### config.mk
export PLATFORM = sky130hd
export DESIGN_NAME = seg7_scan_reader
export DESIGN_NICKNAME = d
export VERILOG_FILES = /design/src/rtl/seg7_scan_reader.sv
export SDC_FILE = /design/constraint.sdc
export NUM_CORES = 1
export LEC_CHECK = 0
export CAP_MARGIN = 0
export CORE_AREA = 2 2 86 55
export CTS_CLUSTER_SIZE = 10
export DETAILED_ROUTE_END_ITERATION = 8
export DIE_AREA = 0 0 88 57
export GPL_ROUTABILITY_DRIVEN = 1
export PLACE_DENSITY = 0.73
export SYNTH_ARGS = -nofsm -noshare
export SYNTH_HDL_FRONTEND = slang
export SYNTH_SLANG_ARGS = --single-unit
### constraint.sdc
create_clock -name clk -period 2.4 [get_ports clk]
set_input_delay 0.48 -clock clk [delete_from_list [all_inputs] [get_ports clk]]
set_output_delay 0.48 -clock clk [all_outputs]
set_load 0.01 [all_outputs]
### src/rtl/seg7_scan_reader.sv
// Display loopback monitor: samples a multiplexed 7-segment bus, waits for each
// scanned digit to settle, and decodes it back into a per-digit BCD register bank.
module seg7_scan_reader #(
    parameter int NUM_DIGITS    = 4,
    parameter int STABLE_CYCLES = 4
) (
    input  logic                    clk,
    input  logic                    rst,
    input  logic [6:0]              abcdefg,
    input  logic [NUM_DIGITS-1:0]   dig_en,
    output logic [4*NUM_DIGITS-1:0] digits,
    output logic [NUM_DIGITS-1:0]   digit_valid,
    output logic [NUM_DIGITS-1:0]   bad_pattern,
    output logic                    update_pulse,
    output logic                    frame_done,
    output logic                    scan_err
);

    localparam int CW = $clog2(STABLE_CYCLES + 1);
    localparam int SW = NUM_DIGITS + 7;
    localparam logic [CW-1:0] CMAX = CW'(STABLE_CYCLES);

    logic [SW-1:0]         s_r;
    logic [CW-1:0]         count_r;
    logic                  committed_r;
    logic [NUM_DIGITS-1:0] seen_r;

    logic [SW-1:0]         sample_s;
    logic                  changed_s;
    logic                  commit_s;
    logic [6:0]            seg_s;
    logic [NUM_DIGITS-1:0] sel_s;
    logic                  sel_onehot_s;
    logic [4:0]            glyph_s;
    logic                  blank_s;
    logic [NUM_DIGITS-1:0] seen_next_s;

    // Returns {legal, value}; value is only meaningful when legal is set.
    function automatic logic [4:0] glyph_decode(input logic [6:0] p);
        case (p)
            7'h7E:   glyph_decode = {1'b1, 4'd0};
            7'h30:   glyph_decode = {1'b1, 4'd1};
            7'h6D:   glyph_decode = {1'b1, 4'd2};
            7'h79:   glyph_decode = {1'b1, 4'd3};
            7'h33:   glyph_decode = {1'b1, 4'd4};
            7'h5B:   glyph_decode = {1'b1, 4'd5};
            7'h5F:   glyph_decode = {1'b1, 4'd6};
            7'h70:   glyph_decode = {1'b1, 4'd7};
            7'h7F:   glyph_decode = {1'b1, 4'd8};
            7'h7B:   glyph_decode = {1'b1, 4'd9};
            default: glyph_decode = {1'b0, 4'd0};
        endcase
    endfunction

    function automatic logic is_onehot(input logic [NUM_DIGITS-1:0] x);
        is_onehot = (x != '0) && ((x & (x - NUM_DIGITS'(1))) == '0);
    endfunction

    // Stability/commit qualification and decode of the held sample.
    always_comb begin
        sample_s     = {dig_en, abcdefg};
        changed_s    = (sample_s != s_r);
        commit_s     = (count_r == CMAX) && !committed_r;
        seg_s        = s_r[6:0];
        sel_s        = s_r[SW-1:7];
        sel_onehot_s = is_onehot(sel_s);
        glyph_s      = glyph_decode(seg_s);
        blank_s      = (seg_s == 7'h00);
        seen_next_s  = seen_r | sel_s;
    end

    // Input register, stability counter, commit and output register bank.
    always_ff @(posedge clk) begin
        if (rst) begin
            s_r          <= '0;
            count_r      <= '0;
            committed_r  <= 1'b0;
            seen_r       <= '0;
            digits       <= '0;
            digit_valid  <= '0;
            bad_pattern  <= '0;
            update_pulse <= 1'b0;
            frame_done   <= 1'b0;
            scan_err     <= 1'b0;
        end else begin
            s_r          <= sample_s;
            update_pulse <= 1'b0;
            frame_done   <= 1'b0;
            scan_err     <= 1'b0;

            // A new sample restarts the episode even on the edge that commits the old one.
            if (changed_s) begin
                count_r     <= CW'(1);
                committed_r <= 1'b0;
            end else begin
                if (count_r != CMAX) begin
                    count_r <= count_r + CW'(1);
                end
                if (commit_s) begin
                    committed_r <= 1'b1;
                end
            end

            if (commit_s) begin
                if (sel_onehot_s) begin
                    update_pulse <= 1'b1;
                    for (int i = 0; i < NUM_DIGITS; i++) begin
                        if (sel_s[i]) begin
                            if (glyph_s[4]) begin
                                digits[4*i +: 4] <= glyph_s[3:0];
                                digit_valid[i]   <= 1'b1;
                                bad_pattern[i]   <= 1'b0;
                            end else if (blank_s) begin
                                digits[4*i +: 4] <= 4'hF;
                                digit_valid[i]   <= 1'b0;
                                bad_pattern[i]   <= 1'b0;
                            end else begin
                                digit_valid[i]   <= 1'b0;
                                bad_pattern[i]   <= 1'b1;
                            end
                        end
                    end
                    if (&seen_next_s) begin
                        frame_done <= 1'b1;
                        seen_r     <= '0;
                    end else begin
                        seen_r     <= seen_next_s;
                    end
                end else begin
                    scan_err <= 1'b1;
                end
            end
        end
    end

endmodule

==> summary.md <==
| Metric | Value |
|---|---|
| H-tree depth | 2 |
| Kind of critical path | reg -> reg |
| Top FF cell, synth | dfxtp_1 |
| Max Slew Vio Count | 0 |
| Syn_area_per_cell | 9.38 um2 |
| Max VDD drop | 0.282 mV |
| Yosys warns | 0 |
| Post-CTS setup buffers | 0 |
| RePlAce Congestion | 0.826 |
| Ys async rst share | 0% |
| Overall Global Routing Usage | 18.1% |
| Clock buffer depth | 2 |
| NetSw | 0.326 mW |
| Initial antenna violation count | 0 |
| Sw Ratio | 23.9% |
| Drc violations | 0 |
| Worst slew pin tran | 0.887 ns |
| RSZ-0062 raised after global routing | no |
| Min-Delay Path Class | reg -> reg |
| Iteration-0 DRC Markers | 90 |
| Crit path from | s_r[2]$_SDFF_PP0_ |
| DRT Wirelength | 4.25 mm |
| # port buffers | 39 |
| Crit path max fanout | 10 |
| Synth unique cells | 44 |
| Layout Nets | 271 |
| Clock network latency to the later pin of the worst-skew pair | 0.29 ns |
| R2r startpoint | s_r[2]$_SDFF_PP0_ |
| Net Count, Synth | 235 |
| Share of cells above drive strength 1 | 8.17% |
| Crit path to | digits[7]$_SDFFE_PP0P_ |
| Final period utilization | 89.8% |
| Rows | 19 |
| Max-slew headroom | 40.3% |
| Reg power frac | 58.4% |
| CTS tree | built |
| Io pins | 40 |
| Clock sink total | 46 |
| Number of gates resized after CTS | 0 |
| Die ar. | 5020 um2 |
| First-pass GRT wire length | 7.13 mm |
| Most common cell after layout, fill and taps aside | dfxtp_1 |
| Largest net degree at the start of global routing | 21 |
| Die height | 57 um |
| Initial Util | 47.9% |
| Critical R2R Capture | digits[7]$_SDFFE_PP0P_ |
| Nature of the critical path startpoint | register |
| Endpoints failing setup | 0 |
| Core area | 4300 um2 |
| Layout area overhead | 23.6% |
| Worst reg-to-reg setup slack | 0.24 ns |
| FF-to-FF path depth | 5 |
| Synthesized cell area | 2060 um2 |
| Int Power | 1.04 mW |
| Width of the die | 88 um |
| Pwr dens | 535 nW/um2 |
| Wire length per cell | 13.3 um |
| GR Overflow Total | 0 |
| Setup TNS | 0 ns |
| Number of synthesized flops with an enable pin | 0 |
| Leak Pwr | 0.853 nW |
| Status | completed |
| Register area share after synthesis | 44.6% |
| Commonest cells after routing, fill and taps aside | dfxtp_1, clkdlybuf4s50_1, a21oi_1 |
| Cts bufs inserted | 5 |
| Min Tclk post-route | 2.16 ns |
| Share of total power in combinational logic | 8.3% |
| Worst-path clk slew | 0.08 ns |
| ANT cells | 0 |
| Routed vias/inst | 5.16 |
| Total Power | 1.36 mW |
| Via count | 1,650 |
| Final hold violation count | 0 |
| Post-Synthesis Cells | 220 |
| Clock skew | 0.00455 ns |
| Clock Tree Root | clkbuf_8 |
| Critical Path RT | 2.61 ns |
| Max Clock Freq | 464 MHz |
| Critical Path AT | 2.37 ns |
| DP HPWL | 3.06 mm |
| Seq cells post-synth | 46 |
| Max cap viols | 0 |
| Final Instance Area | 2550 um2 |
| Placed cell area | 2460 um2 |
| Router iterations before antenna repair | 4 |
| Number of global-route vias before repair | 1,471 |
| Antenna Nets Post-Route | 0 |
| Worst setup EP type | register |
| Clk pwr share | 33.3% |
| Post-CTS Hold Fix Bufs | 0 |
[layout make-up]
type,instances,area (um2)
clock buffers,6,72.6
clock inverters,2,13.8
fillers,395,1750
inverters,6,22.5
multi-input cells,154,1020
flip-flops and latches,46,921
well taps,63,78.8
repair buffers,43,420
[cell usage after synthesis (2+ instances only)]
cell type	number	area (um2)
clkbuf_1	4	15.0
nor2_1	14	52.6
dfxtp_1	46	921
or3_1	2	12.5
a211oi_1	13	97.6
nor3_1	8	40.0
nand4_1	2	12.5
xnor2_1	13	114
nand3b_1	3	22.5
o22ai_1	2	12.5
nand3_1	5	25.0
ha_1	2	25.0
a21oi_1	20	100
nor2b_1	12	75.1
nand2_1	11	41.3
a311oi_1	4	35.0
mux2_2	3	33.8
o21ai_0	4	20.0
buf_2	4	20.0
inv_1	6	22.5
o21a_1	4	30.0
nand2b_1	5	31.3
and3b_1	2	17.5
mux2i_1	5	50.1
nor3b_1	2	15.0
buf_6	5	56.3
nor4_1	2	12.5
[stage by stage]
step,setup WS [ns],util (%),std cells,hold slack (ns)
after global routing,0.00441,59.3,320,0.486
final,0.245,59.3,320,0.473
after floorplan,0.628,-,220,0.441
after CTS,0.301,59.3,320,0.477
after detailed placement,0.309,57.3,312,0.456
after global placement,0.357,57.3,312,0.450
[logic make-up (layout without fill, tap and decap cells)]
| family | Yosys count | count (layout) | synth area share, % |
|---|---|---|---|
| compound gates | 52 | 52 | 16.3 |
| buf+inv | 20 | 57 | 5.88 |
| flops | 46 | 46 | 44.6 |
| xor+xnor | 14 | 14 | 5.94 |
| mux | 8 | 8 | 4.06 |
| fa+ha+maj | 2 | 2 | 1.21 |
| simple gates | 78 | 78 | 22.0 |
[worst min path at each step]
stage | startpoint | to | slack (ns) | cells after the start
floorplan | seen_r[1]$_SDFFE_PP0P_ | seen_r[1]$_SDFFE_PP0P_ | 0.44 | 1
finish | seen_r[2]$_SDFFE_PP0P_ | seen_r[2]$_SDFFE_PP0P_ | 0.47 | 1
global placement | seen_r[2]$_SDFFE_PP0P_ | seen_r[2]$_SDFFE_PP0P_ | 0.45 | 1
detailed placement | seen_r[2]$_SDFFE_PP0P_ | seen_r[2]$_SDFFE_PP0P_ | 0.46 | 1
global route | seen_r[2]$_SDFFE_PP0P_ | seen_r[2]$_SDFFE_PP0P_ | 0.49 | 1
CTS | seen_r[2]$_SDFFE_PP0P_ | seen_r[2]$_SDFFE_PP0P_ | 0.48 | 1
[power by group through the flow]
stage               logic (mW)  clock network, mW  registers (mW)
floorplan               0.0918                  0           0.801
global placement         0.112                  0           0.814
detailed placement       0.112                  0           0.815
CTS                      0.113              0.475           0.797
global route             0.124              0.507           0.801
finish                   0.113              0.455           0.797
[critical path, stage by stage, from the launching register on]
cell and delay (ns):
dfxtp_1 0.52, nand4bb_2 0.22, nor3_2 0.06, nor4_1 0.77
nor2_1 0.22, a211oi_1 0.27
[layer usage]
metal  wire, um  track usage [%]  share of wire, %  vias to the layer above
li1           -                -                 -                      852
met1       2230             28.1                52                      753
met2       1800             24.9                42                       43
met3        203             4.63               4.8                        2
met4         12             4.62              0.28                        0
met5          0                0                 0                        -
[sequential cells by signal (all words and copies together) (netlist names)]
name,count
scan_err,1
frame_done,1
seen_r,4
update_pulse,1
count_r,3
digit_valid,4
committed_r,1
bad_pattern,4
s_r,11
digits,16
Note: power is estimated with default switching activity, not from simulation.
